===== src/rtl/fifo_pkt_reader_pkg.sv =====
// Shared definitions for the FIFO packet reader: FSM states and default sizing.
package fifo_pkt_reader_pkg;

  // Reader FSM: wait for a full packet in the FIFO, then stream it out
  typedef enum logic {
    IDLE   = 1'b0,
    STREAM = 1'b1
  } state_t;

  // One 512-byte USB packet of 16-bit words
  localparam int DEFAULT_PKT_WORDS  = 256;
  localparam int DEFAULT_WIDTH      = 16;
  localparam int DEFAULT_USEDW_BITS = 11;

endpackage


===== src/rtl/fifo_pkt_reader_skid_buf.sv =====
// Two-entry output buffer between the FIFO read port and the packet handshake.
// The head register drives the output data directly; count is the occupancy.
module pkt_skid_buf #(
  parameter int WIDTH = 16
) (
  input  logic             clk,
  input  logic             reset_n,
  input  logic             push,
  input  logic [WIDTH-1:0] push_data,
  input  logic             pop,
  output logic [WIDTH-1:0] head,
  output logic [1:0]       count
);

  logic [WIDTH-1:0] tail;

  // Push/pop bookkeeping; the caller never pushes into a full buffer
  // without popping, and never pops an empty one.
  always_ff @(posedge clk) begin
    if (!reset_n) begin
      head  <= '0;
      tail  <= '0;
      count <= 2'd0;
    end else begin
      case ({push, pop})
        2'b10: begin
          if (count == 2'd0) head <= push_data;
          else               tail <= push_data;
          count <= count + 2'd1;
        end
        2'b01: begin
          if (count == 2'd2) head <= tail;
          count <= count - 2'd1;
        end
        2'b11: begin
          if (count == 2'd2) begin
            head <= tail;
            tail <= push_data;
          end else begin
            head <= push_data;
          end
        end
        default: ;
      endcase
    end
  end

endmodule


===== src/rtl/fifo_pkt_reader.sv =====
// Reads fixed-size packets out of a dual-clock FIFO read port and presents
// them on a valid/ready stream with start/end-of-packet markers.
module fifo_pkt_reader
  import fifo_pkt_reader_pkg::*;
#(
  parameter int WIDTH      = DEFAULT_WIDTH,
  parameter int USEDW_BITS = DEFAULT_USEDW_BITS,
  parameter int PKT_WORDS  = DEFAULT_PKT_WORDS
) (
  input  logic                  clk,
  input  logic                  reset_n,
  input  logic                  enable,
  input  logic [WIDTH-1:0]      fifo_q,
  input  logic                  fifo_rdempty,
  input  logic [USEDW_BITS-1:0] fifo_rdusedw,
  output logic                  fifo_rdreq,
  output logic [WIDTH-1:0]      out_data,
  output logic                  out_valid,
  input  logic                  out_ready,
  output logic                  out_sop,
  output logic                  out_eop,
  output logic [15:0]           pkt_count,
  output logic                  underrun
);

  localparam logic [USEDW_BITS-1:0] PKT_N    = USEDW_BITS'(PKT_WORDS);
  localparam logic [USEDW_BITS-1:0] PKT_LAST = USEDW_BITS'(PKT_WORDS - 1);

  state_t                state;
  logic [USEDW_BITS-1:0] reads_issued;
  logic [USEDW_BITS-1:0] words_sent;
  logic                  in_flight;
  logic [1:0]            occ;
  logic [2:0]            pending;
  logic                  pop;
  logic                  room;
  logic                  read_due;

  // Words already committed to the buffer (stored or one cycle from the FIFO);
  // a pop this cycle frees a slot, which keeps one word per clock sustained.
  assign pop      = out_valid & out_ready;
  assign pending  = {1'b0, occ} + {2'b00, in_flight};
  assign room     = pending < (3'd2 + {2'b00, pop});
  assign read_due = (state == STREAM) && (reads_issued < PKT_N) && room;

  assign fifo_rdreq = read_due & ~fifo_rdempty;
  assign out_valid  = (occ != 2'd0);
  assign out_sop    = out_valid && (words_sent == '0);
  assign out_eop    = out_valid && (words_sent == PKT_LAST);

  // Packet sequencing, read accounting, completed-packet count and sticky underrun
  always_ff @(posedge clk) begin
    if (!reset_n) begin
      state        <= IDLE;
      reads_issued <= '0;
      words_sent   <= '0;
      in_flight    <= 1'b0;
      pkt_count    <= 16'd0;
      underrun     <= 1'b0;
    end else begin
      in_flight <= fifo_rdreq;
      if (read_due && fifo_rdempty) underrun <= 1'b1;
      case (state)
        IDLE: begin
          if (enable && (fifo_rdusedw >= PKT_N)) begin
            state        <= STREAM;
            reads_issued <= '0;
            words_sent   <= '0;
          end
        end
        STREAM: begin
          if (fifo_rdreq) reads_issued <= reads_issued + USEDW_BITS'(1);
          if (pop) begin
            words_sent <= words_sent + USEDW_BITS'(1);
            if (words_sent == PKT_LAST) begin
              state     <= IDLE;
              pkt_count <= pkt_count + 16'd1;
            end
          end
        end
        default: state <= IDLE;
      endcase
    end
  end

  pkt_skid_buf #(
    .WIDTH(WIDTH)
  ) u_buf (
    .clk      (clk),
    .reset_n  (reset_n),
    .push     (in_flight),
    .push_data(fifo_q),
    .pop      (pop),
    .head     (out_data),
    .count    (occ)
  );

endmodule


===== config.mk =====
export PLATFORM = sky130hd
export DESIGN_NAME = fifo_pkt_reader
export DESIGN_NICKNAME = d
export VERILOG_FILES = /design/src/rtl/fifo_pkt_reader_pkg.sv /design/src/rtl/fifo_pkt_reader_skid_buf.sv /design/src/rtl/fifo_pkt_reader.sv
export SDC_FILE = /design/constraint.sdc
export NUM_CORES = 1
export LEC_CHECK = 0
export ABC_AREA = 1
export BUFFER_PORTS_ARGS = -buffer_cell sky130_fd_sc_hd__buf_2
export CORE_ASPECT_RATIO = 1.1
export CORE_MARGIN = 2
export CORE_UTILIZATION = 45
export CTS_CLUSTER_SIZE = 16
export DETAILED_ROUTE_END_ITERATION = 8
export MAX_ROUTING_LAYER = met4
export PLACE_DENSITY = 0.69
export SLEW_MARGIN = 40
export SYNTH_ARGS = -nofsm -noshare
export SYNTH_HDL_FRONTEND = slang
export SYNTH_HIERARCHICAL = 1
export SYNTH_SLANG_ARGS = --single-unit

===== constraint.sdc =====
create_clock -name clk -period 1.7 [get_ports clk]
set_clock_uncertainty 0.05 [all_clocks]
set_input_delay 0.17 -clock clk [delete_from_list [all_inputs] [get_ports clk]]
set_output_delay 0.17 -clock clk [all_outputs]
set_load 0.01 [all_outputs]

==> flow_summary.toml <==
[power_and_ir_drop]
leakagePower_uw = 0.002494
peakVddDrop_mv = 0.3459
power.density_nw_per_um2 = 783.5

[grt]
grt_remaining_overflow = 0
grt_max_degree = 34
grt_antenna_before_repair = 0
first_global_vias = 3801
grt_pass1_wl_um = 16330
groute.usage.overall_pct = 21.33

[place]
place_inst = 803
port_buffers = 60
post-place-ws_ps = 15.39
dp_hpwl_um = 6362
routabilityCongestion = 0.8651

[final_layout]
drive_gt1_share_pct = 24.86
final_cell_mix = "nand2_1 (184), nor2_1 (100), dfxtp_1 (69)"
nets = 766
area_growth_pct = 32.74
num_antenna_cells = 0
fin_cells = 842
layout_commonest_cell = "nand2_1"
final_core_util_pct = 60.93

[synthesis]
async_flop_share_pct = 0
synthesis.nets = 676
synth_edf_count = 0
synth_ff_type = "dfxtp_1"
syn_inst = 633
synth_cell_types = 30
netlist_area_um2 = 4031
ys_seq_area_share_pct = 37.24
synth_area_per_cell_um2 = 6.369
yosysWarnings = 6
synth_seq_cells = 75

[setup_path]
worstPathRequired_ps = 1480
cp-end-kind = "output pin"
crit_chain = "ha_4, ha_4, nor2_4, nand2_2, nor2_4, nand3_2, buf_6, clkinv_4, buf_6"
reg2reg_setup_slack_ps = -90
cp_max_fo = 2
r2r_cells = 13
critPathLaunch = "in_flight"
rr_endpoint = "underrun"
critical_path_arrival_ps = 1600
critPathKind = "reg2out"
cp-start-kind = "flop"
crit_end = "fifo_rdreq"
cpPeakStageDelay_ps = 340
critical-path-slowest-cell = "dfxtp_2"
r2r-start = "in_flight"

[die]
core-area_um2 = 8783
die_y_um = 103.3
ios = 69
fp.dieArea_um2 = 9733
initial_core_util_pct = 45.90
rows = 36
die_w_um = 94.25

[sta]
worstMarginPinSlew_ps = 362.1
finalSetupTns_ps = -212.0
grt_setup_unrepaired = "yes"
hold_violations = 0
max_freq_ghz = 0.5482
worst_slack_ps = -124.0
timing.final.crit_share_pct = 107.3
period_minus_slack_ps = 1824
slew_viol_final = 0
finalSetupViolations = 3
relSlewSlack_pct = 75.86

[routing]
via_per_inst = 4.910
vias = 4134
ant_nets = 0
firstDrtPassIters = 4
first_iter_violations = 154
drt-total-wl_um = 10210
drc_errors = 0
wl_per_cell_um = 12.13

[clock_tree]
cts_tree = "done"
clk_pin_slew_worst_paths_ps = 80
h-tree-depth = 3
clock_path_buffers = 2
numCtsBuffers = 9
clock_latency_ps = 350
cts.sink_count = 75
root_buffer = "clkbuf_8"

[run_status]
violations = "setup timing"
status = "finished with violations"

[worst_hold_path]
hold_path.class = "in2reg"

[flow_run]
drv_cap = 0
## logic make-up (layout without fill, tap and decap cells)
logic type | after synthesis | count (layout) | synth area share [%]
AND/OR/NAND/NOR | 396 | 397 | 42.18
buffers and inverters | 98 | 192 | 10.06
flip-flops | 75 | 75 | 37.24
AO/OA/AOI/OAI | 48 | 48 | 6.021
adder cells (fa/ha/maj) | 11 | 11 | 3.414
XOR/XNOR | 5 | 5 | 1.086
## worst min-delay path by stage
| stage | start | endpoint | slack, ps | cells after the start |
|---|---|---|---|---|
| after CTS | fifo_q[9] | u_buf/tail[9] | 1 | 3 |
| final | fifo_q[12] | u_buf/tail[12] | 20 | 3 |
| after detailed placement | fifo_q[10] | u_buf/tail[10] | 360 | 3 |
| after floorplan | fifo_q[0] | u_buf/tail[0] | 240 | 2 |
| after global placement | fifo_q[6] | u_buf/tail[6] | 360 | 3 |
| after global routing | fifo_q[11] | u_buf/tail[11] | 3 | 3 |
## registers in the layout, indices dropped and copies added, names as in the netlist
| name | count |
|---|---|
| pkt_count | 16 |
| reads_issued | 11 |
| in_flight | 1 |
| words_sent | 11 |
| u_buf/count | 2 |
| state | 1 |
| u_buf/tail | 16 |
| u_buf/head | 16 |
| underrun | 1 |
## timing repair
item                                    CTS  global route
gates cloned                              3             2
buffers inserted                         13             2
gates resized for setup                  28            40
endpoints found under the hold margin     4             0
pin swaps                                 8            22
endpoints found under the setup margin    3            58
hold buffers                              4             0
## Yosys cell counts, types with 4 or more instances
cell type / number / area [µm²]
a21oi_1: 35 / 175.2
nand4_1: 7 / 43.79
nand2_2: 7 / 43.79
inv_1: 71 / 266.5
xor2_1: 4 / 35.03
ha_1: 11 / 137.6
nor2_1: 111 / 416.7
o21ai_0: 11 / 55.05
nand3_1: 47 / 235.2
dfxtp_1: 75 / 1501
buf_2: 8 / 40.04
nand2_1: 191 / 716.9
nor3_1: 6 / 30.03
clkbuf_1: 8 / 30.03
nand3b_1: 17 / 127.6
## layer usage
layer	part of all wire [%]	track usage, %
met2	51	38.74
met1	42	23.57
met5	0	-
met4	1.8	7.469
met3	5.2	3.768
## per-stage QoR
stage	hold WS (ps)	total power [µW]	area (µm²)
5_1_grt	2.534	4395	5351
6_report	15.63	4193	5351
2_1_floorplan	240.7	2232	4066
3_5_place_dp	359.7	2421	4603
4_1_cts	1.167	4176	5149
3_3_place_gp	355.8	2410	4603
## area by class of cell
type	instances	area, µm²
sequential	75	1511
clock buffer	11	162.7
fill	807	3432
timing repair buffer	101	789.5
inverter	75	296.5
multi-input combinational	461	2367
clock inverter	5	81.33
tap	114	142.6
## critical path: cells and delay by family, from the launching register on
family / cells / cell delay, ps
adder cells (fa/ha/maj): 2 / 320
buffers and inverters: 3 / 260
flip-flops: 1 / 340
AND/OR/NAND/NOR: 4 / 340
## where the power goes
| part | internal [µW] | leakage [µW] | switching [µW] | total (µW) |
|---|---|---|---|---|
| registers | 1820 | 0.000610 | 33.8 | 1850 |
| logic | 303 | 0.00176 | 384 | 687 |
| clock network | 959 | 0.000121 | 695 | 1650 |
| total | 3080 | 0.00249 | 1110 | 4190 |
(Power assumes the default switching activity.)
